$ cat config.mk
export PLATFORM = sky130hd
export DESIGN_NAME = hplvds_link_ctrl
export DESIGN_NICKNAME = d
export VERILOG_FILES = /design/src/rtl/hplvds_link_ctrl.sv
export SDC_FILE = /design/constraint.sdc
export NUM_CORES = 1
export LEC_CHECK = 0
export CORE_ASPECT_RATIO = 0.9
export CORE_UTILIZATION = 35
export DETAILED_ROUTE_END_ITERATION = 10
export GPL_TIMING_DRIVEN = 0
export PLACE_DENSITY_LB_ADDON = 0.15
export SLEW_MARGIN = 20
export SYNTH_ARGS = -nofsm -noshare
export SYNTH_HDL_FRONTEND = slang
export SYNTH_SLANG_ARGS = --single-unit
export TNS_END_PERCENT = 5
$ cat constraint.sdc
create_clock -name CLK_I -period 1.85 [get_ports CLK_I]
set_input_delay 0.37 -clock CLK_I [delete_from_list [all_inputs] [get_ports CLK_I]]
set_output_delay 0.37 -clock CLK_I [all_outputs]
set_load 0.02 [all_outputs]
$ cat src/rtl/hplvds_link_ctrl.sv
// hplvds_link_ctrl: power-up/down sequencer for an HPLVDS pad, with TX idle
// control and RX electrical-idle debounce.
module hplvds_link_ctrl #(
    parameter int SETTLE_CYC = 16,
    parameter int EI_DEB     = 4
) (
    input  logic       CLK_I,
    input  logic       RST_I,
    input  logic       EN_I,
    input  logic       TX_MODE_I,
    input  logic       IDLE_REQ_I,
    input  logic       EI_DETECT_I,
    input  logic [3:0] CFG_RTERM_TRIM_I,
    input  logic [3:0] CFG_TX_BIAS_I,
    output logic       RTERM_EN_O,
    output logic [3:0] RTERM_TRIM_O,
    output logic       RX_EN_O,
    output logic       RX_VCM_EN_O,
    output logic       EI_DETECT_EN_O,
    output logic       TX_EN_O,
    output logic       TX_VCM_EN_O,
    output logic       TX_EI_O,
    output logic [3:0] TX_BIAS_O,
    output logic       READY_O,
    output logic       LINK_IDLE_O
);
    typedef enum logic [2:0] {OFF, CFG, ENABLE, ACTIVE, SHUTDOWN} stateT;

    localparam logic [7:0] SETTLE_LOAD = 8'(SETTLE_CYC - 1);
    localparam logic [7:0] DEB_LAST    = 8'(EI_DEB - 1);

    stateT      state, nextState;
    logic [7:0] settleCnt, nextCnt, runCnt;
    logic       txMode, nextMode;
    logic [3:0] trimLat, biasLat, nextTrim, nextBias;
    logic       cntDone, latchCfg, rxActive, linkOn;

    assign cntDone  = settleCnt == 8'd0;
    assign latchCfg = state == OFF && EN_I;
    assign nextMode = latchCfg ? TX_MODE_I : txMode;
    assign nextTrim = latchCfg ? CFG_RTERM_TRIM_I : trimLat;
    assign nextBias = latchCfg ? CFG_TX_BIAS_I : biasLat;
    assign rxActive = state == ACTIVE && nextState == ACTIVE && !txMode;
    assign linkOn   = nextState == ENABLE || nextState == ACTIVE;

    // Shutdown wins over advancing when EN_I drops on the counter's last cycle.
    always_comb begin
        nextState = state;
        nextCnt   = cntDone ? 8'd0 : settleCnt - 8'd1;
        case (state)
            OFF: if (EN_I) begin
                nextState = CFG;
                nextCnt   = SETTLE_LOAD;
            end
            CFG, ENABLE: if (!EN_I || cntDone) begin
                nextState = !EN_I ? SHUTDOWN : (state == CFG ? ENABLE : ACTIVE);
                nextCnt   = !EN_I || state == CFG ? SETTLE_LOAD : 8'd0;
            end
            ACTIVE: if (!EN_I) begin
                nextState = SHUTDOWN;
                nextCnt   = SETTLE_LOAD;
            end
            SHUTDOWN: if (cntDone) nextState = OFF;
            default: nextState = OFF;
        endcase
    end

    always_ff @(posedge CLK_I) begin
        if (RST_I) begin
            state          <= OFF;
            settleCnt      <= 8'd0;
            runCnt         <= 8'd0;
            txMode         <= 1'b0;
            trimLat        <= 4'd0;
            biasLat        <= 4'd0;
            RTERM_EN_O     <= 1'b0;
            RTERM_TRIM_O   <= 4'd0;
            RX_EN_O        <= 1'b0;
            RX_VCM_EN_O    <= 1'b0;
            EI_DETECT_EN_O <= 1'b0;
            TX_EN_O        <= 1'b0;
            TX_VCM_EN_O    <= 1'b0;
            TX_EI_O        <= 1'b1;
            TX_BIAS_O      <= 4'd0;
            READY_O        <= 1'b0;
            LINK_IDLE_O    <= 1'b0;
        end else begin
            state          <= nextState;
            settleCnt      <= nextCnt;
            txMode         <= nextMode;
            trimLat        <= nextTrim;
            biasLat        <= nextBias;
            RTERM_EN_O     <= nextState != OFF && !nextMode;
            RX_VCM_EN_O    <= nextState != OFF && !nextMode;
            TX_VCM_EN_O    <= nextState != OFF && nextMode;
            RX_EN_O        <= linkOn && !nextMode;
            TX_EN_O        <= linkOn && nextMode;
            EI_DETECT_EN_O <= nextState == ACTIVE && !nextMode;
            READY_O        <= nextState == ACTIVE;
            TX_EI_O        <= nextState == ACTIVE && nextMode ? IDLE_REQ_I : 1'b1;
            RTERM_TRIM_O   <= nextState == OFF ? 4'd0 : nextTrim;
            TX_BIAS_O      <= nextState == OFF ? 4'd0 : nextBias;
            // A run of samples disagreeing with the current level flips it once long enough.
            if (!rxActive) begin
                runCnt      <= 8'd0;
                LINK_IDLE_O <= 1'b0;
            end else if (EI_DETECT_I == LINK_IDLE_O) begin
                runCnt      <= 8'd0;
            end else if (runCnt >= DEB_LAST) begin
                runCnt      <= 8'd0;
                LINK_IDLE_O <= !LINK_IDLE_O;
            end else begin
                runCnt      <= runCnt == 8'hFF ? runCnt : runCnt + 8'd1;
            end
        end
    end
endmodule
==> impl_metrics.yaml, run 1 <==
setup_path:
  critPathRequiredTime_ns: 2.04
  crit_arrival_ns: 1.95
  critPathMaxFanout: 10
  reg2reg_depth: 6
  critPathKind: "register to register"
  critPathLaunchType: "register"
  worst_setup_path_end_kind: "register"
final_layout:
  final_cell_mix: "44 x dfxtp_1, 28 x clkdlybuf4s50_1, 25 x nand2_1"
  layoutNonFillerInstCount: 272
  layout-drive-gt1-share: 0.0810
  fillers: 444
  nNetsFinal: 227
  final_common_cell: "dfxtp_1"
  synthToLayoutAreaGrowth_pct: 32.7
  insertedDiodeCount: 0
grt:
  grt_pass1_vias: 1198
  overflow: 0
  antenna_found_initial: 0
  grt_pass1_wl_um: 5240
  grt_max_degree: 13
  grtUsageTotal: 0.143
logic_synthesis:
  synth_edf_count: 0
  synth-xor-area-share: 0.0488
  synth-seq-cells: 44
  syn_area_sq_um: 1620
  synth-simple-area-share: 0.249
  synth_mux_area_frac: 0.0124
  netlist_instances: 169
  synth.avg_cell_area_sq_um: 9.56
  synthAdderAreaFrac: 0.0155
  synth.distinct_cells: 36
  yosys_warnings: 0
  synth_top_family_by_area: "simple AND/OR/NAND/NOR gates"
  synth_flop_cell: "dfxtp_1"
  async_flop_share: 0
  synth_compound_area_frac: 0.0914
  yosysSeqAreaShare: 0.545
flow_run:
  cap_violations: 0
clocking:
  h-tree-depth: 2
  cts.path.max_buffers: 2
  cts_root_buffer: "clkbuf_8"
  insertion_delay_ns: 0.29
  cts_tree: "yes"
  ctsHoldBuffers: 0
  cts_sinks: 44
  cts_buffers: 5
  path_clk_slew_ns: 0.07
sta:
  setup_violations: 0
  slew_viol_final: 0
  fin_crit_sh: 0.953
  skew_ns: 0.00305
  tightest_slew_ns: 0.498
  fin_crit_ns: 1.76
  max-slew-margin-rel: 0.665
  max_freq_ghz: 0.567
  fin_ws_ns: 0.0876
  rsz0062_at_grt: "true"
  tns_ns: 0
  finalHoldViolations: 0
placement:
  dpl.cell_count: 265
  gp_congestion: 0.717
  pre_cts_ws_ns: -0.542
  portBuffers: 29
  dp_hpwl_um: 2290
drt:
  wirelength_um: 3240
  postRouteAntennaNets: 0
  dr.pass1.iters: 6
  routedWlPerCell_um: 11.9
  dr.first_iter.drc_count: 31
  viasPerCell: 4.60
  num_vias: 1250
  drc: 0
worst_hold_path:
  worstHoldPathCells: 2
  hold_path.class: "register to register"
floorplan:
  core_sq_um: 4430
  die_w_um: 73.6
  fp.dieH_um: 66.5
  die_area_sq_um: 4890
  num_rows: 23
  pin_count: 31
  initial_core_util: 0.364
run_status:
  status: "finished, final reports clean"
pwr:
  peakVddDrop_v: 0.000473
  leakage_uw: 0.000849
  power.density_nw_per_um2: 974
[worst max-delay path, cell delays in order, from the launching register on]
cell and delay [ns]:
dfxtp_1 0.32, inv_1 0.07, ha_1 0.22, nor3b_4 0.32, nand2_1 0.17, a31oi_4 0.34, and2b_1 0.23
[where the power goes]
part / leakage [uW] / switching (uW) / total, uW / internal [uW]
registers: 0.000361 / 41.5 / 1050 / 1010
logic: 0.000438 / 191 / 361 / 170
clock network: 0.0000501 / 290 / 677 / 387
total: 0.000849 / 522 / 2090 / 1560
[stage by stage]
step / hold WS [ns] / area, sq um / util / power (uW)
after floorplan: 0.434 / 1630 / - / 1290
after global placement: 0.440 / 2000 / 0.452 / 1390
after detailed placement: 0.445 / 2000 / 0.452 / 1400
after CTS: 0.456 / 2130 / 0.480 / 2090
after global routing: 0.478 / 2140 / 0.484 / 2200
final: 0.453 / 2140 / 0.484 / 2090
[sequential cells by signal, indices dropped and copies added (netlist names), 3 cells and up]
name / count
state: 3
biasLat: 4
runCnt: 8
trimLat: 4
TX_BIAS_O: 4
settleCnt: 8
RTERM_TRIM_O: 4
[area by class of cell]
cell class | instances | area [sq um] | share of cell area
repair buffers | 30 | 300 | 0.140
inverters | 5 | 18.8 | 0.00876
clock buffers | 5 | 68.8 | 0.0321
multi-input cells | 118 | 729 | 0.340
flip-flops and latches | 44 | 881 | 0.411
clock inverters | 1 | 30.0 | 0.0140
well taps | 62 | 77.6 | 0.0362
plain buffers | 7 | 37.5 | 0.0175
[synthesized netlist by cell type, types with 2 or more instances]
cell	n	area, sq um
and2b_1	2	15.0
nor3_1	6	30.0
a21oi_1	14	70.1
ha_1	2	25.0
nor4_1	2	12.5
mux2i_1	2	20.0
o211ai_1	2	15.0
xnor2_1	3	26.3
xor2_1	6	52.6
and2_1	2	12.5
nand2b_1	2	12.5
nor2b_1	7	43.8
o21a_1	2	15.0
nor3b_1	2	15.0
nand2_1	25	93.8
nor2_1	15	56.3
nand3_1	3	15.0
inv_1	5	18.8
dfxtp_1	44	881
clkbuf_1	5	18.8
or3_1	3	18.8
[cells by family after synthesis]
kind of cell / after synthesis
DFF: 44
other: 1
AOI/OAI and AO/OA: 24
buffers and inverters: 12
muxes: 2
adders and majority gates: 2
and+or+nand+nor: 75
xor gates and xnor gates: 9
[final timing paths]
kind / endpoint / slack [ns] / from
worst min register to register: trimLat[0] / 0.45 / trimLat[0]
worst max register to register: RTERM_TRIM_O[2] / 0.09 / settleCnt[0]
worst max-delay path: RTERM_TRIM_O[2] / 0.09 / settleCnt[0]
worst min-delay path: trimLat[0] / 0.45 / trimLat[0]
[routing by layer]
| layer | vias to the layer above | wire, um | GRT usage |
|---|---|---|---|
| li1 | 635 | - | - |
| met4 | 0 | 49 | 0.0865 |
| met1 | 569 | 1520 | 0.170 |
| met3 | 6 | 216 | 0.0484 |
| met2 | 40 | 1460 | 0.221 |
| met5 | - | 0 | 0 |
[timing repair]
item	CTS	global route
gates resized for setup	3	4
setup buffers	1	0
pin swaps	0	1
setup endpoints to repair	17	14
Note: power is estimated with default switching activity, not from simulation.
==> run 2: changes to the inputs <==
--- a/config.mk
+++ b/config.mk
@@ -6,10 +6,12 @@
 export NUM_CORES = 1
 export LEC_CHECK = 0
 export CORE_ASPECT_RATIO = 0.9
-export CORE_UTILIZATION = 35
+export CORE_MARGIN = 5
+export CORE_UTILIZATION = 45
 export DETAILED_ROUTE_END_ITERATION = 10
 export GPL_TIMING_DRIVEN = 0
 export PLACE_DENSITY_LB_ADDON = 0.15
+export SKIP_LAST_GASP = 1
 export SLEW_MARGIN = 20
 export SYNTH_ARGS = -nofsm -noshare
 export SYNTH_HDL_FRONTEND = slang
==> impl_metrics.yaml, run 2 (synthesis gave the netlist of run 1 again) <==
run_status:
  status: "finished, final reports clean"
worst_hold_path:
  hold_path.class: "register to register"
  hp-start: "trimLat[2]"
  holdPathEnd: "trimLat[2]"
  worstHoldPathCells: 2
drt:
  num_vias: 1245
  wirelength_um: 3230
  routedWlPerCell_um: 12.6
  dr.first_iter.drc_count: 38
  viasPerCell: 4.86
  drc: 0
  postRouteAntennaNets: 0
  dr.pass1.iters: 4
sta:
  max_freq_ghz: 0.566
  slew_viol_final: 0
  fin_crit_ns: 1.77
  fin_crit_sh: 0.956
  skew_ns: 0.00499
  finalHoldViolations: 0
  rsz0062_at_grt: "true"
  setup_violations: 0
  holdWs_ns: 0.461
placement:
  gp_congestion: 0.766
  place_area_sq_um: 1980
  dp_hpwl_um: 2480
  portBuffers: 29
setup_path:
  worst_setup_path_end_kind: "register"
  critPathLaunchType: "register"
  r2r_end: "RTERM_TRIM_O[3]"
  critPathRequiredTime_ns: 2.04
  crit_arrival_ns: 1.96
  r2r-start: "settleCnt[0]"
  rrSetupSlack_ns: 0.08
  reg2reg_depth: 6
  critPathKind: "register to register"
  critPathMaxFanout: 10
clocking:
  cts.path.max_buffers: 2
  cts_buffers: 5
  cts_sinks: 44
  path_clk_slew_ns: 0.08
  ctsHoldBuffers: 0
  cts_root_buffer: "clkbuf_8"
  cts_tree: "yes"
  insertion_delay_ns: 0.29
  h-tree-depth: 2
grt:
  grtUsageTotal: 0.145
  grt_max_degree: 16
  grt_pass1_vias: 1261
  grt_pass1_wl_um: 5470
  antenna_found_initial: 0
  overflow: 0
final_layout:
  multiInputGateArea_sq_um: 719
  layout-drive-gt1-share: 0.0849
  nNetsFinal: 227
  fillers: 287
  stdcell_area_sq_um: 2130
  final_cell_mix: "44 x dfxtp_1, 28 x clkdlybuf4s50_1, 25 x nand2_1"
  final_common_cell: "dfxtp_1"
  synthToLayoutAreaGrowth_pct: 31.7
  reg_top3: "runCnt: 8 flops, settleCnt: 8 flops"
  seq_area_sq_um: 881
  insertedDiodeCount: 0
flow_run:
  cap_violations: 0
floorplan:
  die_area_sq_um: 4890
  die_w_um: 73.2
  fp.dieH_um: 66.8
  pin_count: 31
  num_rows: 20
  initial_core_util: 0.471
  core_sq_um: 3430
pwr:
  leakage_uw: 0.000848
  power.density_nw_per_um2: 995
  peakVddDrop_v: 0.000677
run 2: cell type report:
type | instances | area share
Sequential cell | 44 | 0.414
Multi-Input combinational cell | 118 | 0.338
Timing Repair Buffer | 30 | 0.141
Clock buffer | 5 | 0.0324
Tap cell | 44 | 0.0259
Clock inverter | 3 | 0.0218
Buffer | 7 | 0.0176
Inverter | 5 | 0.00882
run 2: per-stage QoR:
step,total power [uW],setup TNS (ns),instances,util,setup slack (ns)
after global placement,1390,-6.00,247,0.577,-0.451
after detailed placement,1400,-7.23,247,0.577,-0.537
after global routing,2220,-0.132,256,0.620,-0.0591
after CTS,2140,-0.388,256,0.616,-0.117
after floorplan,1290,0,174,-,0.124
final,2120,0,256,0.620,0.0823
run 2: worst max-delay path, stage by stage, from the launching register on:
cell and delay [ns]:
dfxtp_1 0.32, inv_1 0.07, ha_1 0.20, nor3b_2 0.30, nand2_1 0.18, a31oi_4 0.37
and2b_1 0.22
run 2: what timing repair did:
item | in CTS | in global routing
gates resized for setup | 1 | 4
gates cloned | 0 | 0
setup buffers | 1 | 0
setup endpoints to repair | 17 | 15
run 2: report_power, final:
group | switching [uW] | internal (uW)
clock network | 316 | 406
logic | 184 | 163
registers | 39.9 | 1010
total | 540 | 1580
run 2: routing by layer:
metal | GRT usage | part of all wire | vias up
li1 | - | - | 640
met1 | 0.171 | 0.44 | 571
met2 | 0.233 | 0.47 | 30
met3 | 0.0588 | 0.079 | 4
met4 | 0.0599 | 0.0083 | 0
met5 | 0 | 0 | -
run 2: how the worst max path moves through the flow:
stage | slack (ns) | startpoint | end | cells past startpoint
finish | 0.08 | settleCnt[0] | RTERM_TRIM_O[3] | 6
global route | -0.06 | settleCnt[0] | RTERM_TRIM_O[2] | 6
CTS | -0.12 | settleCnt[0] | RTERM_TRIM_O[2] | 6
detailed placement | -0.54 | EN_I | TX_EN_O | 5
global placement | -0.45 | EN_I | TX_EN_O | 5
floorplan | 0.12 | settleCnt[0] | RTERM_TRIM_O[2] | 6
==> run 3: changes to the inputs <==
==> constraint.sdc (replaced) <==
create_clock -name CLK_I -period 2.16 [get_ports CLK_I]
set_input_delay 0.432 -clock CLK_I [delete_from_list [all_inputs] [get_ports CLK_I]]
set_output_delay 0.432 -clock CLK_I [all_outputs]
set_load 0.02 [all_outputs]
==> impl_metrics.yaml, run 3 (synthesis gave the netlist of run 1 again) <==
setup_path:
  critPathKind: "register to register"
  critPathRequiredTime_ns: 2.35
  worst_setup_path_end_kind: "register"
  crit_arrival_ns: 2.27
  critPathMaxFanout: 10
  critPathLaunchType: "register"
clocking:
  h-tree-depth: 2
  path_clk_slew_ns: 0.08
  cts_buffers: 5
  cts.path.max_buffers: 2
  ctsResizeCount: 0
  insertion_delay_ns: 0.29
  cts_root_buffer: "clkbuf_8"
  cts_sinks: 44
  cts_tree: "yes"
  ctsHoldBuffers: 0
final_layout:
  final_cell_mix: "44 x dfxtp_1, 29 x clkdlybuf4s50_1, 25 x nand2_1"
  layoutNonFillerInstCount: 256
  synthToLayoutAreaGrowth_pct: 30.1
  fin_util: 0.613
  fillers: 290
  insertedDiodeCount: 0
  final_common_cell: "dfxtp_1"
  nNetsFinal: 227
  reg_top3: "runCnt: 8 flops, settleCnt: 8 flops"
  layout-drive-gt1-share: 0.0708
grt:
  grt_pass1_wl_um: 5460
  grt_max_degree: 16
  overflow: 0
  antenna_found_initial: 0
  grtUsageTotal: 0.145
  grt_pass1_vias: 1264
sta:
  rsz0062_at_grt: "true"
  tightest_slew_ns: 0.522
  fin_crit_ns: 2.07
  fin_crit_sh: 0.958
  fin_ws_ns: 0.0899
  finalHoldViolations: 0
  max-slew-margin-rel: 0.651
  slew_viol_final: 0
  setup_violations: 0
  max_freq_ghz: 0.483
  skew_ns: 0.00593
placement:
  portBuffers: 29
  gp_congestion: 0.766
  pre_cts_ws_ns: -0.289
  dpl.cell_count: 247
  dp_hpwl_um: 2480
floorplan:
  initial_core_util: 0.471
  fp.dieH_um: 66.8
  core_sq_um: 3430
  pin_count: 31
  die_w_um: 73.2
  num_rows: 20
  die_area_sq_um: 4890
drt:
  drc: 0
  wirelength_um: 3190
  dr.first_iter.drc_count: 36
  dr.pass1.iters: 3
  num_vias: 1240
  routedWlPerCell_um: 12.5
  viasPerCell: 4.84
  postRouteAntennaNets: 0
worst_hold_path:
  hold_path.class: "register to register"
flow_run:
  cap_violations: 0
run_status:
  status: "finished, final reports clean"
pwr:
  peakVddDrop_v: 0.000597
  power.density_nw_per_um2: 859
  leakage_uw: 0.000834
==> run 3: cell count changes in the layout (fill, tap and decap cells not counted), sizes merged <==
cell,before,now
dlymetal6s2s,1,0
clkdlybuf4s50,28,29
==> run 3: final cells by class <==
class | count | area, sq um | area share
sequential | 44 | 881 | 0.419
clock buffer | 5 | 68.8 | 0.0327
tap | 44 | 55.1 | 0.0262
buffer | 7 | 37.5 | 0.0179
inverter | 5 | 18.8 | 0.00893
clock inverter | 3 | 46.3 | 0.0220
timing repair buffer | 30 | 298 | 0.142
multi-input combinational | 118 | 697 | 0.332
==> run 3: through the flow <==
step                TNS, ns  instance area, sq um  hold WS (ns)  power, uW
CTS                       0                  2090         0.461       1820
global route         -0.307                  2100         0.481       1890
finish                    0                  2100         0.462       1800
detailed placement    -1.82                  1980         0.450       1200
global placement     -0.885                  1980         0.442       1190
floorplan                 0                  1630         0.434       1100
==> run 3: metal layers <==
layer | part of all wire | track usage
met1 | 0.44 | 0.167
met2 | 0.47 | 0.235
met3 | 0.080 | 0.0603
met4 | 0.011 | 0.0622
met5 | 0 | 0
==> run 3: final timing paths <==
| kind | startpoint | end | slack (ns) | cells after the start |
|---|---|---|---|---|
| hold reg to reg | trimLat[2] | trimLat[2] | 0.46 | 2 |
| setup reg to reg | settleCnt[0] | RTERM_TRIM_O[3] | 0.09 | 6 |
| setup / recovery | settleCnt[0] | RTERM_TRIM_O[3] | 0.09 | 6 |
| hold / removal | trimLat[2] | trimLat[2] | 0.46 | 2 |
==> run 3: where the power goes <==
group | switching, uW | internal [uW] | leakage (uW)
logic | 152 | 136 | 0.000418
clock network | 273 | 348 | 0.0000548
registers | 33.3 | 862 | 0.000361
total | 459 | 1350 | 0.000834
==> run 3: critical path, cell delays in order (launching register included) <==
cell and delay [ns]:
dfxtp_1 0.32, inv_1 0.07, ha_1 0.21, nor3b_1 0.44, nand2_1 0.18, a31oi_2 0.51, and2b_1 0.24
==> run 3: what timing repair did <==
| action | in CTS | in global routing |
|---|---|---|
| endpoints found under the setup margin | 0 | 10 |
| setup buffers | 0 | 1 |
| hold endpoints to repair | 0 | 0 |
